File: src/rtl/hazard_ctrl.sv
// rtl/hazard_ctrl.sv - pipeline latch enable/flush sequencing with halt and stall counter
module hazard_ctrl #(
    parameter int CNT_W = 32
) (
    input  logic             CLK,
    input  logic             nRST,
    input  logic             ihit,
    input  logic             mem_req,
    input  logic             dhit,
    input  logic             redirect,
    input  logic             ex_memread,
    input  logic [4:0]       ex_rd,
    input  logic [4:0]       id_rs1,
    input  logic [4:0]       id_rs2,
    input  logic             wb_halt,
    output logic             pc_en,
    output logic             ifid_en,
    output logic             ifid_flush,
    output logic             idex_en,
    output logic             idex_flush,
    output logic             exmem_en,
    output logic             exmem_flush,
    output logic             memwb_en,
    output logic             memwb_flush,
    output logic             halt,
    output logic [CNT_W-1:0] stall_cnt
);

    typedef enum logic [1:0] {SETTLE, RUN, HALTED} state_t;

    state_t state;
    logic   dstall;
    logic   luse;

    assign dstall = mem_req & ~dhit;
    assign luse   = ex_memread & (ex_rd != 5'd0) & ((ex_rd == id_rs1) | (ex_rd == id_rs2));

    always_comb begin
        pc_en       = 1'b0;
        ifid_en     = 1'b0;
        ifid_flush  = 1'b0;
        idex_en     = 1'b0;
        idex_flush  = 1'b0;
        exmem_en    = 1'b0;
        exmem_flush = 1'b0;
        memwb_en    = 1'b0;
        memwb_flush = 1'b0;
        case (state)
            SETTLE: begin
                ifid_flush  = 1'b1;
                idex_flush  = 1'b1;
                exmem_flush = 1'b1;
                memwb_flush = 1'b1;
            end
            RUN: begin
                // A halting instruction in WB freezes everything; otherwise a pending dcache miss
                // holds EX/MEM so a redirect sitting there is replayed once dhit arrives.
                if (wb_halt) begin
                end else if (dstall) begin
                    memwb_flush = 1'b1;
                end else if (redirect) begin
                    exmem_en   = 1'b1;
                    memwb_en   = 1'b1;
                    pc_en      = 1'b1;
                    ifid_flush = 1'b1;
                    idex_flush = 1'b1;
                end else if (luse) begin
                    exmem_en   = 1'b1;
                    memwb_en   = 1'b1;
                    idex_flush = 1'b1;
                end else if (!ihit) begin
                    exmem_en   = 1'b1;
                    memwb_en   = 1'b1;
                    idex_en    = 1'b1;
                    ifid_flush = 1'b1;
                end else begin
                    pc_en    = 1'b1;
                    ifid_en  = 1'b1;
                    idex_en  = 1'b1;
                    exmem_en = 1'b1;
                    memwb_en = 1'b1;
                end
            end
            default: begin
            end
        endcase
    end

    always_ff @(posedge CLK or negedge nRST) begin
        if (!nRST) begin
            state     <= SETTLE;
            halt      <= 1'b0;
            stall_cnt <= '0;
        end else begin
            case (state)
                SETTLE: state <= RUN;
                RUN: begin
                    if (wb_halt) begin
                        state <= HALTED;
                        halt  <= 1'b1;
                    end else if (dstall && (stall_cnt != {CNT_W{1'b1}})) begin
                        stall_cnt <= stall_cnt + {{(CNT_W-1){1'b0}}, 1'b1};
                    end
                end
                HALTED: state <= HALTED;
                default: state <= SETTLE;
            endcase
        end
    end

endmodule

File: config.mk
export PLATFORM = sky130hd
export DESIGN_NAME = hazard_ctrl
export DESIGN_NICKNAME = d
export VERILOG_FILES = /design/src/rtl/hazard_ctrl.sv
export SDC_FILE = /design/constraint.sdc
export NUM_CORES = 1
export LEC_CHECK = 0
export ABC_CLOCK_PERIOD_IN_PS = 2700
export CORE_UTILIZATION = 47
export CTS_BUF_LIST = sky130_fd_sc_hd__clkbuf_4 sky130_fd_sc_hd__clkbuf_8
export CTS_CLUSTER_DIAMETER = 50
export DETAILED_ROUTE_END_ITERATION = 6
export PLACE_DENSITY = 0.84
export SETUP_SLACK_MARGIN = 0.15
export SKIP_CTS_REPAIR_TIMING = 1
export SLEW_MARGIN = 10
export SYNTH_ARGS = -nofsm -noshare
export SYNTH_HDL_FRONTEND = slang
export SYNTH_SLANG_ARGS = --single-unit
File: constraint.sdc
create_clock -name CLK -period 2.7 [get_ports CLK]
set_input_delay 0.54 -clock CLK [delete_from_list [all_inputs] [get_ports CLK]]
set_output_delay 0.54 -clock CLK [all_outputs]
set_load 0.005 [all_outputs]
# Word-level counts from Yosys, hierarchy flattened
# Index checks and enable logic that the tools add are counted.
# classes
muxes	35
eq_ne	6
bitwise_logic	6
n_reduce_logical	5
add_sub_neg	1
# ops
operator	n
32-bit by 1-bit adder with 32-bit output, second input constant	1
32-bit != test, second input constant	1
1-bit 2-to-1 mux	30
5-bit == test	2
1-bit case mux with 2 select lines	3
2-bit case mux with 3 select lines	1
5-bit nonzero test	1
1-bit bitwise AND	3
3-bit AND reduction	1
2-bit by 1-bit == test with 1-bit output, second input constant	1
2-bit == test, second input constant	1
2-bit zero test	1
2-bit 2-to-1 mux	1
2-bit != test, second input constant	1
1-bit NOT	2
2-bit AND reduction	1
1-bit logical AND	1
1-bit OR	1
# totals
regBits	35
inputBits	23

# Logic depth before layout (Yosys ltp)
# Gate-level depths: netlist of the first run.
# depth
word_depth	8
mapped_depth	7
ltp_nobuf	7

# Worst setup path after synthesis of the first run
# No wires, ideal clock.
# synth_path
path_type	in2out
start	in ex_rd[1]
end	out ifid_en
arrival_time_ps	1663
n_path_buf	0
path_slack_ps	497
path_stages	4
cell_sequence	or4_1 o21ai_0 nor2_1 nor3b_1
# synth_between
elab_chain_len	8
word_cells_on_any_way	11
cone_classes	eq/ne (2); mux (5); bitwise (3); reduce/logical (1)
# synth_lines
element	line	rtl
start, declared	12	input logic [4:0] ex_rd,
5-bit == test or 5-bit nonzero test (tied branches)	36	assign luse = ex_memread & (ex_rd != 5'd0) & ((ex_rd == id_rs1) | (ex_rd == id_rs2));
1-bit OR or 1-bit bitwise AND (tied branches)	36	
1-bit bitwise AND (*)	36	
1-bit 2-to-1 mux (*)	67	end else if (luse) begin
1-bit 2-to-1 mux (*)	61	end else if (redirect) begin
1-bit 2-to-1 mux (*)	59	end else if (dstall) begin
1-bit 2-to-1 mux (*)	58	if (wb_halt) begin
1-bit 2-to-1 mux (*)	48	case (state)
end, declared	17	output logic ifid_en,
# Mark *: on every way between the ends. The rest lies on a longest branch, timed or not.

# Worst setup path after layout of the first run
# layout_path
start	in wb_halt
end	out memwb_flush
# layout_between
elab_chain_len	2
# layout_lines
element	line	rtl
start, declared	15	input logic wb_halt,
1-bit 2-to-1 mux	58	
1-bit case mux with 2 select lines	48	
end, declared	24	output logic memwb_flush,
# Every way passes these cells.

==> impl_metrics.tcl, run 1 <==
set metrics [dict create \
    synth_area_leaders "dfrtp_1 (44%), xor2_1 (8.8%), xnor2_1 (6.6%)" \
    clkLatencyLatePin_ps 290 \
    rsz0062_at_grt "no" \
    cp-start-kind "input port" \
    synth.most_common_cell "dfrtp_1" \
    first_iter_violations 110 \
    dpl_cell_area_um2 2780 \
    synthTopCellsByCount "dfrtp_1 (35), xor2_1 (20), nand2_1 (16), nand3_1 (16), xnor2_1 (15)" \
    core.rowCount 23 \
    wl_mm 5.03 \
    drive_gt1_share_pct 13.2 \
    cp-end-kind "output pin" \
    synth_area_leader_cell "dfrtp_1" \
    clk_path_buf_depth 2 \
    track_usage_pct 22.7 \
    clockRootBuffer "clkbuf_8" \
    grt_pass1_vias 1687 \
    power-per-cell-area_nw_per_um2 491 \
    initial_core_util_pct 49.3 \
    io-pin-count 65 \
    drt-pass1-iter-count 4 \
    synth_area_um2 1990 \
    status "complete, no violations" \
    die-area_um2 4490 \
    clk_pin_slew_ps 70 \
    fin_ws_ps 217 \
    grt_pass1_wl_mm 7.72 \
    syn_to_final_growth_pct 50.5 \
    final_area_um2 2990 \
    setup_viol 0 \
    crit_fanout 3 \
    io_buffer_count 64 \
    ys_ff_latch 35 \
    dieHeight_um 67 \
    period_share_pct 92.0 \
    finalHoldViolations 0 \
    avgRoutedWirePerCell_um 15.2 \
    cts_buffers 5 \
    ys_warn_count 0 \
    synth-edff-count 0 \
    worst_pin_slew_ps 571 \
    skew_ps 3.89 \
    synth_cell_types 41 \
    async_flop_share_pct 100 \
    peakVddDrop_uv 274 \
    hp-class "flop to flop" \
    maxSlewHeadroom_pct 61.6 \
    rr_worst_depth 8 \
    pre_cts_ws_ps -345 \
    synthCells 196 \
    cts_sinks 35 \
    vias 1800 \
    post_drt_via_cell_ratio 5.45 \
    antenna_found_initial 0 \
    slew_viol_final 0 \
    fin_nets 305 \
    grt_max_degree 36 \
    whs_path_depth 1 \
    grt-ovfl-total 0 \
    fmax_mhz 403 \
    dp_hpwl_mm 3.59 \
    syn_area_per_cell_um2 10.1 \
    syn_nets 222 \
    htreeDepth 2 \
    crit_required_ps 2160 \
    core_area_um2 4030 \
    synth_top_area_share_pct 44.1 \
    routabilityCongestion 0.907 \
    finalCriticalPeriod_ps 2480 \
    worstSetupPathType "input port to output pin" \
    route.detailed.drc 0 \
    cts_tree "done" \
    max-cap-violations 0 \
    ys.flop_type "dfrtp_1" \
    fp.dieW_um 67 \
    p_leak_nw 1.43 \
    n_antenna_cell 0 \
    seq_area_frac_synth_pct 44.1 \
    worst_ep_arrival_time_ps 1940 \
    antenna_left 0 \
]
-- path summary, 6_finish.rpt --
kind,start,end,slack (ps)
min in group asynchronous,nRST,stall_cnt[11],650
hold reg to reg,halt,halt,470
setup / recovery,wb_halt,memwb_flush,220
hold / removal,halt,halt,470
setup reg to reg,state[1],stall_cnt[27],530
max in group asynchronous,nRST,stall_cnt[22],1730
-- cell families after synthesis --
| family | Yosys count | synth area share, % |
|---|---|---|
| compound gates | 21 | 7.69 |
| xor+xnor | 35 | 15.4 |
| fa+ha+maj | 3 | 1.89 |
| buf+inv | 5 | 1.13 |
| flops | 35 | 44.1 |
| mux | 5 | 2.77 |
| simple gates | 92 | 27.0 |
-- sequential cells by signal (all words and copies together), names as in the netlist --
signal and cells:
state 2, stall_cnt 32, halt 1
-- worst max-delay path, stage by stage --
cell             delay (ps)
clkdlybuf4s50_1         420
buf_4                   150
nand4bb_4               240
nand2b_1                100
clkdlybuf4s50_1         500
-- layout by cell type, fill, tap and decap left out, types with 5 or more instances in the layout --
cell type	count
clkdlybuf4s50_1	44
dfrtp_1	35
xor2_1	19
dlymetal6s2s_1	18
nand2_1	16
nand3_1	16
xnor2_1	15
nor2_1	13
buf_4	13
and3_1	9
o21ai_0	7
nand4_1	6
clkbuf_8	6
nor3_1	5
-- power breakdown --
part	switching (mW)	internal, mW	leakage, nW
Sequential	0.0367	0.559	0.477
Clock	0.189	0.299	0.0612
Combinational	0.167	0.217	0.892
-- metrics by stage --
step | setup TNS (ps) | instances | util [%] | hold WS (ps) | power, mW
floorplan | 0 | 196 | - | 244 | 0.742
global placement | -1530 | 322 | 69.1 | 458 | 0.958
detailed placement | -1700 | 322 | 69.1 | 457 | 0.970
CTS | -1690 | 330 | 72.0 | 468 | 1.46
global route | 0 | 330 | 74.2 | 495 | 1.54
finish | 0 | 330 | 74.2 | 465 | 1.47
-- final cells by class --
| cell class | instances | area, um^2 |
|---|---|---|
| clock buffer | 6 | 82.6 |
| clock inverter | 2 | 35.0 |
| fill | 296 | 1040 |
| inverter | 3 | 11.3 |
| multi-input combinational | 156 | 1140 |
| sequential | 35 | 876 |
| tap | 50 | 62.6 |
| timing repair buffer | 78 | 785 |
-- routing by layer --
metal / up-vias / GRT usage [%] / wire length, um
li1: 867 / - / -
met1: 861 / 29.3 / 2200
met2: 62 / 35.1 / 2500
met3: 10 / 5.99 / 241
met4: 0 / 10.1 / 93
met5: - / 0 / 0
Note: power is estimated with default switching activity, not from simulation.
==> run 2, diff against run 1 <==
ABC_AREA = 1   (was unset)
ABC_CLOCK_PERIOD_IN_PS = 2500   (was 2700)
CORE_UTILIZATION = 51   (was 47)
clock period = 2.5 ns   (was 2.7 ns; I/O delays follow)
==> run 2 against run 1 <==
  * Largest cell class unchanged
  * Via count up 52%
  * Clock skew up 4.3 ps
  * Sequential share of layout area down 4.3 points
  * Critical path depth up 3
  * Critical path type unchanged
==> impl_metrics.tcl, run 2 <==
set metrics [dict create \
    slew_viol_final 0 \
    clk_path_buf_depth 2 \
    synthCells 401 \
    syn_area_per_cell_um2 6.49 \
    largest_reg_flops 32 \
    worst_ep_arrival_time_ps 1770 \
    n_antenna_cell 0 \
    grt_pass1_vias 2488 \
    pre_cts_ws_ps -273 \
    placedCellCount 532 \
    htreeDepth 2 \
    cts_buffers 5 \
    p_leak_nw 1.82 \
    track_usage_pct 26.5 \
    clkLatencyLatePin_ps 290 \
    route.detailed.drc 0 \
    clk_pin_slew_ps 80 \
    peakVddDrop_uv 351 \
    worst_pin_slew_ps 448 \
    max_stage_delay_ps 450 \
    final.setup.tns_ps 0 \
    cp_cell_sequence "clkdlybuf4s50_1 -> nor2_2 -> inv_2 -> nor2_4 -> buf_4 -> inv_1 -> nor3_1 -> dlymetal6s2s_1" \
    synth_area_leaders "dfrtp_1 (34%), nand2_1 (25%), nor2_1 (6.6%)" \
    synth_cell_types 28 \
    routabilityCongestion 0.918 \
    vias 2730 \
    avgRoutedWirePerCell_um 13.1 \
    synthTopCellsByCount "nand2_1 (174), nor2_1 (46), inv_1 (44)" \
    antenna_left 0 \
    status "complete, no violations" \
    dieHeight_um 73.5 \
    die-area_um2 5390 \
    max-cap-violations 0 \
    wl_met3_um 504 \
    synth.most_common_cell "nand2_1" \
    post_drt_via_cell_ratio 5.05 \
    dp_hpwl_mm 5.19 \
    synth_top_family_by_area "simple AND/OR/NAND/NOR gates" \
    finalCriticalPeriod_ps 2270 \
    cp-end-kind "output pin" \
    core.rowCount 25 \
    maxSlewHeadroom_pct 70.1 \
    path_buf_inv 5 \
    fin_cells 541 \
    ys_ff_latch 35 \
    drive_gt1_share_pct 11.2 \
    drt-pass1-iter-count 4 \
    clockRootBuffer "clkbuf_8" \
    grt_max_degree 37 \
    period_share_pct 90.8 \
    io-pin-count 65 \
    wl_mm 7.07 \
    synth-edff-count 0 \
    first_iter_violations 191 \
    syn_nets 427 \
    final_cell_mix "nand2_1 (172), nor2_1 (43), inv_1 (42), clkdlybuf4s50_1 (42), dfrtp_1 (34)" \
    met1_length_mm 3.02 \
    cts_sinks 35 \
    wl_met2_mm 3.45 \
    skew_ps 8.24 \
    syn_to_final_growth_pct 34.7 \
    synth-simple-area-share_pct 42.4 \
    muxShareOfSynthArea_pct 0 \
    ys.flop_type "dfrtp_1" \
    initial_core_util_pct 54.1 \
    antenna_found_initial 0 \
    synth_area_um2 2600 \
    hp-class "flop to flop" \
    grt-ovfl-total 0 \
    synth_top_area_share_pct 33.6 \
    grt_pass1_wl_mm 11.0 \
    cp-start-kind "input port" \
    largest_register "stall_cnt" \
    fin_nets 499 \
    fp.dieW_um 73.5 \
    cts_tree "done" \
    fin_ws_ps 230 \
    worstSetupPathType "input port to output pin" \
    ys_warn_count 0 \
    io_buffer_count 64 \
    reg.largest.list "stall_cnt x32, state x2, halt x1" \
    fmax_mhz 440 \
    power-per-cell-area_nw_per_um2 636 \
    rsz0062_at_grt "no" \
    synth_area_leader_cell "dfrtp_1" \
    cp_top_family "buffers and inverters" \
    layout_commonest_cell "nand2_1" \
    crit_fanout 3 \
    cpMaxStageDelayCell "clkdlybuf4s50_1" \
    crit_required_ps 2000 \
    seq_area_frac_synth_pct 33.6 \
    synth_fa_ha_area_share_pct 1.44 \
    totalPowerFinal_mw 2.23 \
    highest_layer "met4" \
    synth-xor-area-share_pct 6.73 \
    finalHoldViolations 0 \
    async_flop_share_pct 100 \
    core_area_um2 4820 \
    setup_viol 0 \
    synth-compound-area-share_pct 5.91 \
]
## run 2: changes by cell type in the layout (fill, tap and decap cells not counted), moves of 7 or more
cell     before  now
xnor2_1      15    7
nor2_1       13   43
buf_4        13    6
inv_1         3   42
o21ai_2       0   11
and3_1        9    0
inv_2         0   10
nand2_1      16  172
## run 2: kinds of logic after synthesis
logic type | after synthesis
xor gates and xnor gates | 20
DFF | 35
AOI/OAI and AO/OA | 22
buffers and inverters | 59
adders and majority gates | 3
and+or+nand+nor | 262
## run 2: layout make-up
class / count / area (um^2)
multi-input combinational: 307 / 1500
inverter: 53 / 201
clock buffer: 5 / 68.8
tap: 67 / 83.8
clock inverter: 3 / 23.8
timing repair buffer: 71 / 752
fill: 394 / 1310
sequential: 35 / 877
## run 2: routing by layer
| metal | track usage [%] | vias to the layer above |
|---|---|---|
| li1 | - | 1364 |
| met5 | 0 | - |
| met3 | 5.08 | 10 |
| met4 | 8.33 | 0 |
| met2 | 45.0 | 105 |
| met1 | 33.8 | 1251 |
## run 2: power by group
group / internal, mW / switching, mW
Sequential: 0.694 / 0.149
Combinational: 0.513 / 0.445
Clock: 0.199 / 0.230
## run 2: path summary, 6_finish.rpt
kind	cells after the start	to	slack, ps	from
min in group asynchronous	2	halt	620	nRST
min reg2reg	1	halt	500	halt
max	8	ifid_en	230	wb_halt
max in group asynchronous	2	state[0]	1550	nRST
max reg2reg	11	stall_cnt[7]	550	state[1]
min	1	halt	500	halt
## run 2: worst register-to-register path, cell delays in order, from the launching register on
cell,delay [ps]
dfrtp_1,380
inv_2,90
ha_4,130
inv_1,50
nor2_2,150
inv_2,70
buf_4,140
nor2_2,260
nand2_8,80
inv_4,320
nand2_1,130
o21ai_2,70
## run 2: through the flow
stage	util [%]	hold WS (ps)	cell area (um^2)
global placement	68.9	445	3320
CTS	70.8	501	3410
global route	72.8	527	3510
floorplan	-	204	2600
finish	72.8	503	3510
detailed placement	68.9	478	3320
